$ cat src/rtl/uart_rx_pkg.sv
`default_nettype none
// ============================================================================
// Module      : uart_rx_pkg
// Description : Shared types and constants for the UART receive sequencer.
// Revision    : 1.0 - initial release
// ============================================================================
package uart_rx_pkg;

    localparam int EDGE_W = 5;
    localparam int BIT_W  = 4;

    // bit_cnt value while the start bit is being received
    localparam logic [BIT_W-1:0] BIT_START = '0;

    localparam logic PAR_EVEN = 1'b0;
    localparam logic PAR_ODD  = 1'b1;

    typedef enum logic [2:0] {
        ST_IDLE   = 3'd0,
        ST_START  = 3'd1,
        ST_DATA   = 3'd2,
        ST_PARITY = 3'd3,
        ST_STOP   = 3'd4,
        ST_CHECK  = 3'd5
    } state_t;

    // Parity bit the transmitter should have sent, given the XOR of the data bits
    function automatic logic exp_parity(input logic acc, input logic typ);
        logic p;
        p = acc;
        case (typ)
            PAR_EVEN: p = acc;
            PAR_ODD:  p = ~acc;
        endcase
        return p;
    endfunction

endpackage
`default_nettype wire

$ cat src/rtl/uart_rx_edge_bit_cnt.sv
`default_nettype none
// ============================================================================
// Module      : uart_rx_edge_bit_cnt
// Description : Oversampling tick counter and bit counter for the UART
//               receiver. edge_cnt wraps at PRESCALER-1 and advances bit_cnt.
// Revision    : 1.0 - initial release
// ============================================================================
module uart_rx_edge_bit_cnt
    import uart_rx_pkg::*;
#(
    parameter int PRESCALER = 16
) (
    input  logic              clk2,
    input  logic              rst,
    input  logic              en,
    input  logic              clr,
    output logic [EDGE_W-1:0] edge_cnt,
    output logic [BIT_W-1:0]  bit_cnt,
    output logic              bit_end
);

    localparam logic [EDGE_W-1:0] EDGE_LAST = EDGE_W'(PRESCALER - 1);

    logic [EDGE_W-1:0] edge_cnt_q, edge_cnt_d;
    logic [BIT_W-1:0]  bit_cnt_q,  bit_cnt_d;

    // Next-count logic: clear dominates, otherwise count while enabled
    always_comb begin
        edge_cnt_d = edge_cnt_q;
        bit_cnt_d  = bit_cnt_q;
        if (clr) begin
            edge_cnt_d = '0;
            bit_cnt_d  = BIT_START;
        end else if (en) begin
            if (edge_cnt_q == EDGE_LAST) begin
                edge_cnt_d = '0;
                bit_cnt_d  = bit_cnt_q + 1'b1;
            end else begin
                edge_cnt_d = edge_cnt_q + 1'b1;
            end
        end
    end

    // Counter registers
    always_ff @(posedge clk2 or posedge rst) begin
        if (rst) begin
            edge_cnt_q <= '0;
            bit_cnt_q  <= BIT_START;
        end else begin
            edge_cnt_q <= edge_cnt_d;
            bit_cnt_q  <= bit_cnt_d;
        end
    end

    assign edge_cnt = edge_cnt_q;
    assign bit_cnt  = bit_cnt_q;
    assign bit_end  = (edge_cnt_q == EDGE_LAST);

endmodule
`default_nettype wire

$ cat src/rtl/uart_rx_fsm.sv
`default_nettype none
// ============================================================================
// Module      : uart_rx_fsm
// Description : UART receive frame sequencer. Detects the start bit, drives
//               the sampler/deserializer enables, checks start/parity/stop
//               and pulses data_valid once per good frame.
// Revision    : 1.0 - initial release
// ============================================================================
module uart_rx_fsm
    import uart_rx_pkg::*;
#(
    parameter int PRESCALER = 16,
    parameter int DATA_W    = 8
) (
    input  logic              clk2,
    input  logic              rst,
    input  logic              rx_in,
    input  logic              sampled_data,
    input  logic              par_en,
    input  logic              par_typ,
    output logic [EDGE_W-1:0] edge_cnt,
    output logic [BIT_W-1:0]  bit_cnt,
    output logic              samp_en,
    output logic              des_en,
    output logic              data_valid,
    output logic              par_err,
    output logic              stp_err,
    output logic              busy
);

    localparam logic [BIT_W-1:0] BIT_LAST_DATA = BIT_W'(DATA_W);

    state_t state_q, state_d;
    logic   par_en_q,     par_en_d;
    logic   par_typ_q,    par_typ_d;
    logic   acc_q,        acc_d;
    logic   par_err_q,    par_err_d;
    logic   stp_err_q,    stp_err_d;
    logic   data_valid_q, data_valid_d;

    logic   cnt_en;
    logic   cnt_clr;
    logic   bit_end;

    uart_rx_edge_bit_cnt #(
        .PRESCALER (PRESCALER)
    ) u_cnt (
        .clk2     (clk2),
        .rst      (rst),
        .en       (cnt_en),
        .clr      (cnt_clr),
        .edge_cnt (edge_cnt),
        .bit_cnt  (bit_cnt),
        .bit_end  (bit_end)
    );

    // Next state, parity accumulation and error flags; decisions only at bit end
    always_comb begin
        state_d      = state_q;
        par_en_d     = par_en_q;
        par_typ_d    = par_typ_q;
        acc_d        = acc_q;
        par_err_d    = par_err_q;
        stp_err_d    = stp_err_q;
        data_valid_d = 1'b0;
        case (state_q)
            ST_IDLE: begin
                if (!rx_in) begin
                    state_d   = ST_START;
                    par_en_d  = par_en;
                    par_typ_d = par_typ;
                    par_err_d = 1'b0;
                    stp_err_d = 1'b0;
                    acc_d     = 1'b0;
                end
            end
            ST_START: begin
                if (bit_end) begin
                    state_d = sampled_data ? ST_IDLE : ST_DATA;
                end
            end
            ST_DATA: begin
                if (bit_end) begin
                    acc_d = acc_q ^ sampled_data;
                    if (bit_cnt == BIT_LAST_DATA) begin
                        state_d = par_en_q ? ST_PARITY : ST_STOP;
                    end
                end
            end
            ST_PARITY: begin
                if (bit_end) begin
                    par_err_d = (sampled_data != exp_parity(acc_q, par_typ_q));
                    state_d   = ST_STOP;
                end
            end
            ST_STOP: begin
                if (bit_end) begin
                    stp_err_d = ~sampled_data;
                    // Registered here so the pulse lands in the CHECK cycle,
                    // equal to ~par_err & ~stp_err as seen during CHECK
                    data_valid_d = sampled_data & ~par_err_q;
                    state_d      = ST_CHECK;
                end
            end
            ST_CHECK: begin
                state_d = ST_IDLE;
            end
            default: begin
                state_d = ST_IDLE;
            end
        endcase
    end

    // Counters run only inside a frame and are cleared on the way to IDLE/CHECK
    always_comb begin
        cnt_en  = (state_q != ST_IDLE) && (state_q != ST_CHECK);
        cnt_clr = !cnt_en || (state_d == ST_IDLE) || (state_d == ST_CHECK);
    end

    // State and flag registers
    always_ff @(posedge clk2 or posedge rst) begin
        if (rst) begin
            state_q      <= ST_IDLE;
            par_en_q     <= 1'b0;
            par_typ_q    <= 1'b0;
            acc_q        <= 1'b0;
            par_err_q    <= 1'b0;
            stp_err_q    <= 1'b0;
            data_valid_q <= 1'b0;
        end else begin
            state_q      <= state_d;
            par_en_q     <= par_en_d;
            par_typ_q    <= par_typ_d;
            acc_q        <= acc_d;
            par_err_q    <= par_err_d;
            stp_err_q    <= stp_err_d;
            data_valid_q <= data_valid_d;
        end
    end

    assign samp_en    = cnt_en;
    assign des_en     = (state_q == ST_DATA);
    assign busy       = (state_q != ST_IDLE);
    assign data_valid = data_valid_q;
    assign par_err    = par_err_q;
    assign stp_err    = stp_err_q;

endmodule
`default_nettype wire

$ cat config.mk
export PLATFORM = sky130hd
export DESIGN_NAME = uart_rx_fsm
export DESIGN_NICKNAME = d
export VERILOG_FILES = /design/src/rtl/uart_rx_pkg.sv /design/src/rtl/uart_rx_edge_bit_cnt.sv /design/src/rtl/uart_rx_fsm.sv
export SDC_FILE = /design/constraint.sdc
export NUM_CORES = 1
export LEC_CHECK = 0
export ABC_AREA = 1
export CAP_MARGIN = 10
export CELL_PAD_IN_SITES_DETAIL_PLACEMENT = 2
export CELL_PAD_IN_SITES_GLOBAL_PLACEMENT = 2
export CORE_ASPECT_RATIO = 0.5
export CORE_MARGIN = 2
export CORE_UTILIZATION = 29
export DETAILED_ROUTE_END_ITERATION = 10
export PLACE_DENSITY = 0.82
export SYNTH_ARGS = -nofsm -noshare
export SYNTH_HDL_FRONTEND = slang
export SYNTH_HIERARCHICAL = 1
export SYNTH_SLANG_ARGS = --single-unit
$ cat constraint.sdc
create_clock -name clk2 -period 2.3 [get_ports clk2]
set_input_delay 0.345 -clock clk2 [delete_from_list [all_inputs] [get_ports clk2]]
set_output_delay 0.345 -clock clk2 [all_outputs]
set_load 0.005 [all_outputs]
==> results.cfg <==
[run_status]
outcome = completed

[grt]
grt_pass1_wl_um = 5120
grt_start_max_net_pins = 11
number_of_global_route_vias_before_repair = 1001
grt_antenna_before_repair = 0
globalRoute.totalOverflow = 0
grtUsageTotal_pct = 17.0

[clock_tree]
clock_tree.htree_level_count = 1
cts-root-to-sink-buffers = 2
clkTransAtPathRegs_ns = 0.08
tritoncts = built
clock_insertion_delay_worst_skew_ns = 0.26
cts_root_buffer = clkbuf_8
clock-sinks = 18
cts_inserted_buffers = 3

[routing]
initialDrtViolationCount = 39
totalWireLength_um = 3250
drc_errors = 0
dr_total_vias = 989
detailed_router_iteration_count_before_antenna_repair = 4
postRouteAntennaNets = 0
via_per_inst = 4.64
avgRoutedWirePerCell_um = 15.3

[synth]
seq_area_frac_synth_pct = 43.5
synth-seq-cells = 18
post_synth.cell_area_avg_sq_um = 8.03
synthSimpleGateAreaFrac_pct = 33.9
synthArstFlopShare_pct = 100
syn-cell-area_sq_um = 1040
synth.largest_area_cell = dfrtp_1
netlist_top_cells_count = nand2_1, nor2_1, dfrtp_1
postSynthCellCount = 129
syn_nets = 137
post_synthesis_compound_gate_area_fraction_pct = 6.16
share_of_the_synthesized_netlist_area_taken_by_xor_and_xnor_gates_pct = 4.23
dominantRegCellSynth = dfrtp_1
post_synth_mux_area_share_pct = 2.17
yosys.area_share.adder_pct = 2.42
synth_enable_flop_cells = 0
post_synth_main_area_contributors = dfrtp_1, nand2_1, nor2_1
post-synth-top-area-fraction_pct = 43.5
dominant_combinational_cell_family_by_area_after_synthesis = simple AND/OR/NAND/NOR gates
yosys_synthesis_warning_count = 6
synth.lib_cells_used.distinct = 28
post-synth-top-count-cell = nand2_1

[finish]
fill_cell_count = 391
final_cells = 213
diodes = 0
final_net_count = 171
final_layout_size_suffix_gt1_share_pct = 19.8
syn2layout_area_growth_pct = 39.9

[die]
core_region_area_sq_um = 3430
initial_core_util_pct = 30.2
chipWidth_um = 88.5
num_rows = 15
floorplan.io_pins = 21
chipHeight_um = 46.3
die_area_sq_um = 4100

[worst_setup_path]
critPathLaunchType = flip-flop
timing.critical_path.fanout_max = 6
crit_arrival_ns = 2.40
critPathRequiredTime_ns = 2.45
endpoint_kind = flip-flop
path_cells = ha_4 -> nand2_2 -> nor2_4 -> inv_2 -> or2_0 -> o21ai_1 -> nand2_1 -> nor2_1 -> nand2_1 -> nand3_4 -> inv_4 -> o21ai_4 -> nand2_4 -> nand2_1 -> nand2_1
cpMostUsedCell = nand2_1
critical-path-max-stage-delay_ns = 0.42
cp_slowest_cell = dfrtp_1
crit_type = flip-flop to flip-flop

[pwr]
swShare_pct = 36.2
share_comb_of_total_power_pct = 42.3
power.density_nw_per_um2 = 867
max-vdd-ir-drop_v = 0.000213
clock_power_share_pct = 21.5
internal-power_mw = 0.801
p_leak_nw = 0.677
seq_power_share_pct = 36.2
total_switching_power_mw = 0.455

[sta]
timing.hold.ws_ns = 0.375
setup_tns_ns = 0
report.final.slew_viol_count = 0
post_layout_minimum_cycle_time_ns = 2.25
number_of_failing_setup_endpoints_in_the_final_timing_report = 0
post-route-period-util_pct = 97.8
worst-slew-pin-transition_ns = 0.397
clock_skew_ns = 0.00930
timing.final.hold_violations = 0
maxClockFrequency_mhz = 444
timing.slew.headroom_pct = 73.5

[place]
placer_congestion = 0.803
place.detailed.hpwl_um = 2330
inst_count_dp = 206
io_buffers = 20

[hold_path]
hold_path_class = input port to async pin

[job]
max_cap_viol_count = 0
## kinds of logic after synthesis
| group | after synthesis |
|---|---|
| AND/OR/NAND/NOR | 73 |
| buffers and inverters | 19 |
| flip-flops | 18 |
| AO/OA/AOI/OAI | 10 |
| XOR/XNOR | 5 |
| multiplexers | 2 |
| adder cells (fa/ha/maj) | 2 |
## stage by stage
stage	power, mW	cell area, sq um	worst slack [ns]	util, %
finish	1.26	1450	0.0499	42.2
global route	1.34	1450	-0.0800	42.2
CTS	1.21	1400	0.0128	40.7
detailed placement	0.934	1340	0.0726	39.1
global placement	0.913	1340	0.254	39.1
floorplan	0.701	1040	0.289	-
## placed cells by master (no fill, tap or decap), types with 3 or more instances in the layout
cell             synthesis  routed
o21ai_0                  5       5
buf_4                    0      10
nand2_1                 26      25
xnor2_1                  3       3
inv_2                    5       4
clkbuf_8                 0       4
clkdlybuf4s50_1          0      20
dfrtp_1                 18      18
nand3_1                 12      12
inv_1                   11      11
nor3_1                   3       3
nor2_1                  19      19
## metal layers
layer,wire (um),track usage (%),vias to the layer above
li1,-,-,474
met1,1500,22.2,495
met2,1630,29.5,18
met3,94,3.76,2
met4,19,3.64,0
met5,0,0,-
## final cells by class
| type | instances | area (sq um) | area share, % |
|---|---|---|---|
| multi-input cells | 92 | 534 | 36.9 |
| flip-flops and latches | 18 | 450 | 31.1 |
| well taps | 51 | 63.8 | 4.40 |
| inverters | 18 | 70.1 | 4.84 |
| repair buffers | 30 | 275 | 19.0 |
| clock buffers | 4 | 55.1 | 3.80 |
## flip-flops by register name, indices dropped and copies added, names as in the netlist
name and flops:
u_cnt/edge_cnt 5, u_cnt/bit_cnt 4, state_q 3, acc_q 1, data_valid 1, par_en_q 1
par_err 1, par_typ_q 1, stp_err 1
## critical path: cells and delay by family, from the launching register on
family	cells	cell delay [ns]
compound gates	2	0.21
simple gates	10	1.17
buf+inv	2	0.15
fa+ha+maj	1	0.17
flops	1	0.42
## power by group through the flow
stage | combinational [mW] | sequential (mW) | clock (mW)
6_report | 0.531 | 0.455 | 0.270
5_1_grt | 0.583 | 0.465 | 0.294
4_1_cts | 0.488 | 0.447 | 0.278
3_5_place_dp | 0.481 | 0.453 | 0
3_3_place_gp | 0.466 | 0.447 | 0
2_1_floorplan | 0.254 | 0.447 | 0
## worst paths after layout
| check | startpoint | end | slack, ns | cells after the start |
|---|---|---|---|---|
| max in group asynchronous | rst | par_typ_q$_DFFE_PP0P_ | 1.63 | 2 |
| max | u_cnt/edge_cnt[1]$_DFFE_PP0P_ | u_cnt/bit_cnt[2]$_DFFE_PP0P_ | 0.05 | 15 |
| min in group clk2 | par_err$_DFFE_PP0P_ | data_valid$_DFF_PP0_ | 0.48 | 1 |
| max reg2reg | u_cnt/edge_cnt[1]$_DFFE_PP0P_ | u_cnt/bit_cnt[2]$_DFFE_PP0P_ | 0.05 | 15 |
| min reg2reg | par_err$_DFFE_PP0P_ | data_valid$_DFF_PP0_ | 0.48 | 1 |
| min | rst | u_cnt/edge_cnt[1]$_DFFE_PP0P_ | 0.38 | 2 |
## repair_timing
item	in CTS	in global routing
gates resized for setup	0	6
hold buffers	0	0
setup endpoints to repair	0	7
buffers inserted	0	3
Power figures use the tool's default switching activity.
